`config.mk`:
```
export PLATFORM = sky130hd
export DESIGN_NAME = mem_req_arbiter
export DESIGN_NICKNAME = d
export VERILOG_FILES = /design/src/rtl/mem_arb_pkg.sv /design/src/rtl/mem_req_slot.sv /design/src/rtl/mem_req_arbiter.sv
export SDC_FILE = /design/constraint.sdc
export NUM_CORES = 2
export LEC_CHECK = 0
export ABC_CLOCK_PERIOD_IN_PS = 3400
export CORE_AREA = 2 2 347 349
export CTS_CLUSTER_SIZE = 24
export DETAILED_ROUTE_END_ITERATION = 16
export DIE_AREA = 0 0 349 351
export SLEW_MARGIN = 20
export SYNTH_ARGS = -nofsm -noshare
export SYNTH_HDL_FRONTEND = slang
export SYNTH_SLANG_ARGS = --single-unit
```
`constraint.sdc`:
```
create_clock -name clk -period 3.4 [get_ports clk]
set_clock_uncertainty 0.15 [all_clocks]
set_input_delay 0.34 -clock clk [delete_from_list [all_inputs] [get_ports clk]]
set_output_delay 0.34 -clock clk [all_outputs]
set_load 0.02 [all_outputs]
```
`src/rtl/mem_arb_pkg.sv`:
```
// Shared definitions for the memory request arbiter.
//   - line payload widths (address, data, byte mask)
//   - requester index constants
//   - arbiter FSM state encoding
package mem_arb_pkg;

    localparam int ADDR_W = 32;
    localparam int DATA_W = 128;
    localparam int MASK_W = 16;
    localparam int N_REQ  = 2;

    // A write slot stores {addr, data, mask}; a read slot stores addr only.
    localparam int WPAY_W = ADDR_W + DATA_W + MASK_W;

    localparam int REQ_UART = 0;
    localparam int REQ_DC   = 1;

    typedef enum logic [1:0] {
        IDLE   = 2'd0,
        ISSUE  = 2'd1,
        WAIT_W = 2'd2,
        WAIT_R = 2'd3
    } arb_state_t;

endpackage

```
`src/rtl/mem_req_slot.sv`:
```
// One pending-request slot: valid bit plus payload register.
// Ports:
//   clk, rst  - clock, synchronous active-high reset
//   set       - request pulse; captures pay_in when the slot is free
//   clr       - slot is being issued this cycle
//   pay_in    - payload presented with the pulse
//   valid     - slot holds a pending request
//   pay       - stored payload
//   overrun   - pulse dropped because the slot was already occupied
module mem_req_slot #(
    parameter int PAY_W = 32
) (
    input  logic             clk,
    input  logic             rst,
    input  logic             set,
    input  logic             clr,
    input  logic [PAY_W-1:0] pay_in,
    output logic             valid,
    output logic [PAY_W-1:0] pay,
    output logic             overrun
);

    logic             valid_reg;
    logic [PAY_W-1:0] pay_reg;

    // A pulse landing on the issue cycle is accepted: the old entry is
    // leaving, so the new one takes its place (set wins over clear).
    assign overrun = set && valid_reg && !clr;

    always_ff @(posedge clk) begin
        if (rst) begin
            valid_reg <= 1'b0;
            pay_reg   <= '0;
        end else if (set && (!valid_reg || clr)) begin
            valid_reg <= 1'b1;
            pay_reg   <= pay_in;
        end else if (clr) begin
            valid_reg <= 1'b0;
        end
    end

    assign valid = valid_reg;
    assign pay   = pay_reg;

endmodule

```
`src/rtl/mem_req_arbiter.sv`:
```
// Shares one line-request bus master port between the UART debug loader
// (requester 0) and the data-cache fill/writeback path (requester 1).
// Request pulses are parked in four slots ({W,R} x {UART,DC}); the FSM
// grants round-robin between requesters (write before read within one),
// runs one downstream transaction at a time and routes completions and
// read data back to the owner. A timeout aborts a stuck transaction.
// Ports:
//   clk, rst                         - clock, synchronous active-high reset
//   r_wstart_rq/r_win_addr/r_in_wdata/r_in_mask - per-requester write req
//   r_rstart_rq/r_rin_addr           - per-requester read request
//   r_finish_wresp/r_finish_mrd      - per-requester done pulses
//   r_rdat_m_data/r_rdat_m_valid     - read data (shared) + per-owner valid
//   r_busy                           - requester has pending/in-flight work
//   m_*                              - downstream bus master side
//   err_timeout/err_overrun          - sticky error flags
module mem_req_arbiter
    import mem_arb_pkg::*;
#(
    parameter int             TMO_W      = 16,
    parameter logic [TMO_W-1:0] TMO_CYCLES = {TMO_W{1'b1}}
) (
    input  logic         clk,
    input  logic         rst,
    input  logic [1:0]   r_wstart_rq,
    input  logic [63:0]  r_win_addr,
    input  logic [255:0] r_in_wdata,
    input  logic [31:0]  r_in_mask,
    output logic [1:0]   r_finish_wresp,
    input  logic [1:0]   r_rstart_rq,
    input  logic [63:0]  r_rin_addr,
    output logic [127:0] r_rdat_m_data,
    output logic [1:0]   r_rdat_m_valid,
    output logic [1:0]   r_finish_mrd,
    output logic [1:0]   r_busy,
    output logic         m_wstart_rq,
    output logic [31:0]  m_win_addr,
    output logic [127:0] m_in_wdata,
    output logic [15:0]  m_in_mask,
    input  logic         m_finish_wresp,
    output logic         m_rstart_rq,
    output logic [31:0]  m_rin_addr,
    input  logic [127:0] m_rdat_m_data,
    input  logic         m_rdat_m_valid,
    input  logic         m_finish_mrd,
    output logic         err_timeout,
    output logic         err_overrun
);

    arb_state_t       state_reg;
    logic             owner_reg;
    logic             is_write_reg;
    logic             rr_reg;
    logic [TMO_W-1:0] tmo_cnt_reg;
    logic [TMO_W-1:0] tmo_inc;

    logic [1:0]        w_valid, r_valid, w_clr, r_clr, w_ovr, r_ovr, pend;
    logic [WPAY_W-1:0] w_pay [N_REQ];
    logic [ADDR_W-1:0] r_pay [N_REQ];
    logic              pick;

    genvar gi;
    generate
        for (gi = 0; gi < N_REQ; gi++) begin : g_req
            localparam logic ID = 1'(gi);

            assign w_clr[gi] = (state_reg == ISSUE) && (owner_reg == ID) && is_write_reg;
            assign r_clr[gi] = (state_reg == ISSUE) && (owner_reg == ID) && !is_write_reg;

            mem_req_slot #(.PAY_W(WPAY_W)) u_wslot (
                .clk     (clk),
                .rst     (rst),
                .set     (r_wstart_rq[gi]),
                .clr     (w_clr[gi]),
                .pay_in  ({r_win_addr[gi*ADDR_W +: ADDR_W],
                           r_in_wdata[gi*DATA_W +: DATA_W],
                           r_in_mask[gi*MASK_W +: MASK_W]}),
                .valid   (w_valid[gi]),
                .pay     (w_pay[gi]),
                .overrun (w_ovr[gi])
            );

            mem_req_slot #(.PAY_W(ADDR_W)) u_rslot (
                .clk     (clk),
                .rst     (rst),
                .set     (r_rstart_rq[gi]),
                .clr     (r_clr[gi]),
                .pay_in  (r_rin_addr[gi*ADDR_W +: ADDR_W]),
                .valid   (r_valid[gi]),
                .pay     (r_pay[gi]),
                .overrun (r_ovr[gi])
            );

            assign r_busy[gi] = w_valid[gi] || r_valid[gi] ||
                                ((state_reg != IDLE) && (owner_reg == ID));
        end
    endgenerate

    assign pend = w_valid | r_valid;
    // Round-robin: the pointer's requester if it has work, else the other.
    assign pick = pend[rr_reg] ? rr_reg : ~rr_reg;

    assign tmo_inc = (tmo_cnt_reg == {TMO_W{1'b1}}) ? tmo_cnt_reg : tmo_cnt_reg + 1'b1;

    always_ff @(posedge clk) begin
        if (rst) begin
            state_reg      <= IDLE;
            owner_reg      <= 1'b0;
            is_write_reg   <= 1'b0;
            rr_reg         <= 1'b0;
            tmo_cnt_reg    <= '0;
            m_wstart_rq    <= 1'b0;
            m_rstart_rq    <= 1'b0;
            m_win_addr     <= '0;
            m_in_wdata     <= '0;
            m_in_mask      <= '0;
            m_rin_addr     <= '0;
            r_finish_wresp <= '0;
            r_finish_mrd   <= '0;
            r_rdat_m_valid <= '0;
            r_rdat_m_data  <= '0;
            err_timeout    <= 1'b0;
            err_overrun    <= 1'b0;
        end else begin
            // Start and completion outputs are single-cycle pulses.
            m_wstart_rq    <= 1'b0;
            m_rstart_rq    <= 1'b0;
            r_finish_wresp <= '0;
            r_finish_mrd   <= '0;
            r_rdat_m_valid <= '0;

            if ((w_ovr | r_ovr) != 2'b00) begin
                err_overrun <= 1'b1;
            end

            case (state_reg)
                IDLE: begin
                    if (pend != 2'b00) begin
                        owner_reg    <= pick;
                        is_write_reg <= w_valid[pick];
                        rr_reg       <= ~pick;
                        state_reg    <= ISSUE;
                    end
                end

                ISSUE: begin
                    tmo_cnt_reg <= '0;
                    if (is_write_reg) begin
                        m_wstart_rq <= 1'b1;
                        {m_win_addr, m_in_wdata, m_in_mask} <= w_pay[owner_reg];
                        state_reg   <= WAIT_W;
                    end else begin
                        m_rstart_rq <= 1'b1;
                        m_rin_addr  <= r_pay[owner_reg];
                        state_reg   <= WAIT_R;
                    end
                end

                WAIT_W: begin
                    if (m_finish_wresp) begin
                        r_finish_wresp[owner_reg] <= 1'b1;
                        state_reg                 <= IDLE;
                    end else begin
                        tmo_cnt_reg <= tmo_inc;
                        if (tmo_inc == TMO_CYCLES) begin
                            err_timeout               <= 1'b1;
                            r_finish_wresp[owner_reg] <= 1'b1;
                            state_reg                 <= IDLE;
                        end
                    end
                end

                WAIT_R: begin
                    // Beat and finish registered together keep their order.
                    if (m_rdat_m_valid) begin
                        r_rdat_m_data             <= m_rdat_m_data;
                        r_rdat_m_valid[owner_reg] <= 1'b1;
                    end
                    if (m_finish_mrd) begin
                        r_finish_mrd[owner_reg] <= 1'b1;
                        state_reg               <= IDLE;
                    end else begin
                        tmo_cnt_reg <= tmo_inc;
                        if (tmo_inc == TMO_CYCLES) begin
                            err_timeout             <= 1'b1;
                            r_finish_mrd[owner_reg] <= 1'b1;
                            state_reg               <= IDLE;
                        end
                    end
                end

                default: state_reg <= IDLE;
            endcase
        end
    end

endmodule

```
# ---- Yosys cells after proc, flatten, opt, wreduce, memory -nomap -nowiden
# Cells that the tools add are included.
dict set report totals {
  reg_bits 787
  input_bits 553
  output_inout_bits 348
  wordCells 148
}
dict set report op_classes {
  addsub 1
  magnitude_cmp 5
  n_eq_ne 8
  muxes 40
  bitwise_logic 11
  n_reduce_logical 58
}
# cell n
set ops {}
lappend ops {{$mux 176} 3}
lappend ops {{$mux 32} 3}
lappend ops {{$mux 16} 3}
lappend ops {{$pmux 16 s3} 1}
lappend ops {{$eq 16x16->1 const B} 2}
lappend ops {{$logic_and 1x1->1} 21}
lappend ops {{$mux 1} 20}
lappend ops {{$add 16x1->16 const B} 1}
lappend ops {{$reduce_bool 2->1} 8}
lappend ops {{$mux 2} 7}
lappend ops {{$logic_not 1->1} 9}
lappend ops {{$logic_or 1x1->1} 8}
lappend ops {{$not 1->1} 8}
lappend ops {{$pmux 2 s4} 1}
lappend ops {{$reduce_and 2->1} 4}
lappend ops {{$lt 1x2->1 const B} 3}
lappend ops {{$ne 2x2->1 const B} 3}
lappend ops {{$reduce_and 3->1} 2}
lappend ops {{$reduce_or 2->1} 3}
lappend ops {{$eq 2x2->1 const B} 2}
lappend ops {{$or 2x2->2} 2}
lappend ops {{$reduce_bool 3->1} 1}
lappend ops {{$reduce_or 3->1} 1}
lappend ops {{$eq 2x1->1 const B} 1}
lappend ops {{6 further kinds} 6}

# ---- Longest topological paths before layout
dict set report depth {
  depth_word 7
  depth_mapped 9
  ltp_nobuf 7
}

# ---- Cells and area by module
# From an unflattened synthesis, not the netlist that was laid out.
dict set report unflattened {
  hier_cells 3547
  area_unflattened_um2 34115.2
}
# module instances cells_each area_per_inst_um2 seq_area_each_um2
set by_module_without_submodules {}
lappend by_module_without_submodules {{mem_req_slot at g_req[0].u_wslot ...} 2 769 7957.6 3543.4}
lappend by_module_without_submodules {mem_req_arbiter 1 1719 15164.5 7347.0}
lappend by_module_without_submodules {{mem_req_slot at g_req[0].u_rslot ...} 2 145 1517.7 660.6}

# ---- Worst setup path after synthesis
# Ideal clock, no wire load.
dict set report synth_timing {
  kind {reg-to-reg}
  start {register tmo_cnt_reg[0]}
  end {register state_reg[0]}
  setup_time_ps 116
  arrival_ps 2185
  required_time_ps 3134
  slack_ps 948
  stages_incl_launch_ff 8
  path_buffers 0
  synth_period_minus_slack_ps 2452
  cell_sequence {dfxtp_1 ha_1 nand4_1 xnor2_1 a21oi_1 or4_1 a211o_1 a41o_1}
}
dict set report synth_via {
  elab_chain_len 6
  elab_cells_between_ends 8
  cone_classes {add/sub: 1; eq/ne: 2; mux: 5}
}
# element line_no
set synth_lines {}
lappend synth_lines {{start: declaration} mem_req_arbiter.sv:53} ;# logic [TMO_W-1:0] tmo_cnt_reg;
lappend synth_lines {{start signal: assignment} mem_req_arbiter.sv:163} ;# tmo_cnt_reg <= tmo_inc;
lappend synth_lines {{start signal: assignment} mem_req_arbiter.sv:182} ;# tmo_cnt_reg <= tmo_inc;
lappend synth_lines {{$add 16x1->16 or $eq 16x16->1 (tied branches)} mem_req_arbiter.sv:102} ;# assign tmo_inc = (tmo_cnt_reg == {TMO_W{1'b1}}) ? tmo_cnt_reg : tmo_cnt_reg + 1'b1;
lappend synth_lines {{$mux 16 (*)} mem_req_arbiter.sv:102}
lappend synth_lines {{$eq 16x16->1 (*)} {mem_req_arbiter.sv:164, mem_req_arbiter.sv:183}}
lappend synth_lines {{$mux 2 (*)} n/a}
lappend synth_lines {{$mux 2, on equally long branches} n/a}
lappend synth_lines {{$pmux 2 s4 (*)} n/a}
lappend synth_lines {{end signal: assignment} mem_req_arbiter.sv:167} ;# state_reg <= IDLE;
lappend synth_lines {{end signal: assignment} mem_req_arbiter.sv:186} ;# state_reg <= IDLE;
lappend synth_lines {{end signal: assignment} mem_req_arbiter.sv:191} ;# default: state_reg <= IDLE;
lappend synth_lines {{end: declaration} mem_req_arbiter.sv:49} ;# arb_state_t state_reg;
# Mark *: on every way between the ends. The rest lies on a longest branch, timed or not.
# A chain may end at the register's enable or synchronous reset.

# ---- Worst setup path after layout
dict set report layout_timing {
  start {register state_reg[1]}
  end {output port r_busy[0]}
}
dict set report layout_via {
  elab_chain_len 3
}
# element line_no
set layout_lines {}
lappend layout_lines {{start signal: assignment} mem_req_arbiter.sv:106} ;# state_reg <= IDLE;
lappend layout_lines {{start signal: assignment} mem_req_arbiter.sv:141} ;# state_reg <= ISSUE;
lappend layout_lines {{start signal: assignment} mem_req_arbiter.sv:150} ;# state_reg <= WAIT_W;
lappend layout_lines {{$reduce_bool 2->1} mem_req_arbiter.sv:94} ;# ((state_reg != IDLE) && (owner_reg == ID));
lappend layout_lines {{$logic_and 1x1->1} mem_req_arbiter.sv:94}
lappend layout_lines {{$logic_or 1x1->1} mem_req_arbiter.sv:93} ;# assign r_busy[gi] = w_valid[gi] || r_valid[gi] ||
lappend layout_lines {{end: declaration} mem_req_arbiter.sv:34} ;# output logic [1:0] r_busy,
# No other way between the ends.

==> out/results.txt <==
Die Area: 122000 sq um
Most used DFF post-synth: dfxtp_1
Hold_buf cts: 1
Average size of a mapped cell: 8.28 sq um
Async SR Flop Fraction: 0
Buf+Inv Stages, Crit Path: 1
Synth Register Bits: 787
RSZ-0062 raised after global routing: no
Critical R2R Launch: tmo_cnt_reg[0]
Final hold vios: 0
Die Width: 349 um
Post-synth cell types: 46
Max FFs per register: 352
Relative slew slack: 0.295
HP Start: r_in_wdata[122]
Critical path's slowest cell: clkdlybuf4s50_1
Total GRT Usage: 0.178
Tcrit/Tclk final: 0.833
Crit end category: primary output
Post-DP HPWL: 81800 um
Delay-heaviest family, CP: buffers and inverters
# nets final: 4857
Area growth syn-to-layout: 46.2%
Pwr per Cell Area: 566 nW/um^2
Sequential area share after synthesis: 0.537
Total negative slack: 0 ns
WL/cell: 19.4 um
Worst EP required: 2.91 ns
Final Power: 24.3 mW
Core Rows: 127
DRC: 0
R2R Path End: state_reg[0]
CP peak stage delay: 0.81 ns
Max-cap violations: 0
CTS Buf Count: 89
CTS tree: built
Mapped Cells: 3542
Initial antenna violation count: 19
Gpl congestion: 0.902
Post-CTS Setup Bufs: 0
CP Class: reg -> out
Layout cells sized above 1: 0.0464
Core area: 119000 sq um
Status: complete, no violations
Yosys warns: 0
Sink Count: 787
H-tree Lvls: 3
Post-synth EDFFs: 0
Largest net degree at the start of global routing: 185
Worst Hold Depth: 3
Hold path endpoint: g_req[0].u_wslot.pay[138]
Period minus WS final: 2.83 ns
Die Span Y: 351 um
Post-DR vias/cell: 4.60
Crit-path max FO: 9
Vias after detailed routing: 27252
Final setup viols: 0
Detailed Route Iter0 Violations: 1520
Most common cell after layout, fill and taps aside: nand2_1
Peak VDD IR: 0.359 mV
Worst skew pair latency: 0.66 ns
Hold WC Path Type: in -> reg
Clock transition at the registers of the reported paths: 0.06 ns
Mapped cell area: 29300 sq um
Starting density of the core: 0.246
Worst-Margin Slew: 1.06 ns
Commonest cells after routing, fill and taps aside: 1116 x nand2_1, 899 x clkdlybuf4s50_1, 786 x dfxtp_1
Clock root buffer: clkbuf_16
Mapped Nets: 4096
Ports: 901
Max Slew Vio Count: 0
Post-CTS resize count: 0
ANT nets after route: 0
Vias in the first global route: 26316
Worst R2R Path Depth: 7
Remaining global-route overflow: 0
Pre-antenna DRT Iters: 5
Fmax: 353 MHz
Data arrival, critical path: 2.34 ns
# port buffers: 900
Reg2reg setup slack: 0.65 ns
Startpoint Class: register
Detailed Route WL: 115000 um
Clock Tree Buf Depth: 3
P_leak: 14.5 nW
First-pass GRT wire length: 167000 um
Crit-path cells: nor2_1, o21ai_0, clkdlybuf4s50_1
[worst max-delay path by stage]
stage | depth (start not counted) | slack, ns | to | start
after global placement | 7 | 0.73 | state_reg[0] | tmo_cnt_reg[0]
after global routing | 3 | 0.38 | r_busy[0] | state_reg[1]
after CTS | 4 | 0.53 | r_busy[1] | state_reg[1]
final | 3 | 0.57 | r_busy[0] | state_reg[1]
after detailed placement | 7 | 0.69 | state_reg[0] | tmo_cnt_reg[0]
after floorplan | 7 | 0.95 | state_reg[0] | tmo_cnt_reg[0]
[Yosys cell counts, types with 2 or more instances]
cell type	number	area share
buf_4	2	0.00051
nand4_1	6	0.0013
clkbuf_1	243	0.031
xnor2_1	2	0.00060
and4_1	2	0.00060
a22oi_1	2	0.00051
and3_1	7	0.0015
a21oi_1	568	0.097
a2111o_1	2	0.00077
or3_1	3	0.00064
a41oi_1	3	0.00090
and2_1	4	0.00085
a21boi_0	5	0.0013
a311oi_1	7	0.0021
inv_1	7	0.00090
o31ai_1	2	0.00051
nor4_1	4	0.00085
mux2i_1	210	0.072
or4_1	2	0.00051
a211oi_1	213	0.055
o21ai_0	17	0.0029
nor3_1	4	0.00068
nand2b_1	6	0.0013
a31oi_1	4	0.00085
nand3_1	8	0.0014
nor2_1	238	0.030
nor2b_1	5	0.0011
dfxtp_1	787	0.54
nand2_1	1117	0.14
buf_1	9	0.0012
buf_2	38	0.0065
[report_power, final]
| group | total, mW | switching [mW] | internal [mW] |
|---|---|---|---|
| Sequential | 10.3 | 0.396 | 9.92 |
| Combinational | 4.44 | 2.42 | 2.03 |
| Clock | 9.50 | 3.96 | 5.54 |
| Total | 24.3 | 6.77 | 17.5 |
[routing by layer]
metal  vias to the layer above  global-route usage  wire length [um]
li1                      13414                   -                 -
met4                        10              0.0741              4010
met5                         -                   0                60
met1                     12818               0.212             46500
met2                       823               0.302             55700
met3                       187              0.0497              8440
[final cells by class]
cell class / count / area [sq um]
well taps: 1548 / 1940
flip-flops and latches: 787 / 15800
clock inverters: 22 / 283
multi-input cells: 2456 / 12400
clock buffers: 138 / 2580
inverters: 7 / 26.3
repair buffers: 962 / 9810
fillers: 12276 / 76100
diodes: 10 / 25.0
[tightest hold or removal path: cells and delay by family]
family          cells  cell delay (ns)
buf+inv             1             0.39
simple gates        1             0.06
compound gates      1             0.05
[logic make-up (layout without fill, tap and decap cells)]
kind of cell / count (synthesis) / count (layout) / share of synthesized area
simple gates: 1411 / 1411 / 0.185
compound gates: 830 / 830 / 0.164
flops: 787 / 787 / 0.537
buf+inv: 299 / 1129 / 0.0401
mux: 211 / 211 / 0.0721
xor+xnor: 3 / 3 / 0.000896
fa+ha+maj: 1 / 1 / 0.000427
other cells: 0 / 10 / 0
[through the flow]
| step | hold slack, ns | setup slack [ns] | instance area [sq um] | std cells | utilization |
|---|---|---|---|---|---|
| floorplan | 0.286 | 0.948 | 29300 | 3542 | - |
| global placement | 0.291 | 0.733 | 40000 | 5759 | 0.336 |
| detailed placement | 0.296 | 0.687 | 40000 | 5759 | 0.336 |
| CTS | 0.00426 | 0.529 | 42800 | 5920 | 0.360 |
| global route | 0.0369 | 0.384 | 42900 | 5928 | 0.360 |
| finish | 0.0720 | 0.567 | 42900 | 5930 | 0.360 |
(Power assumes the default switching activity.)
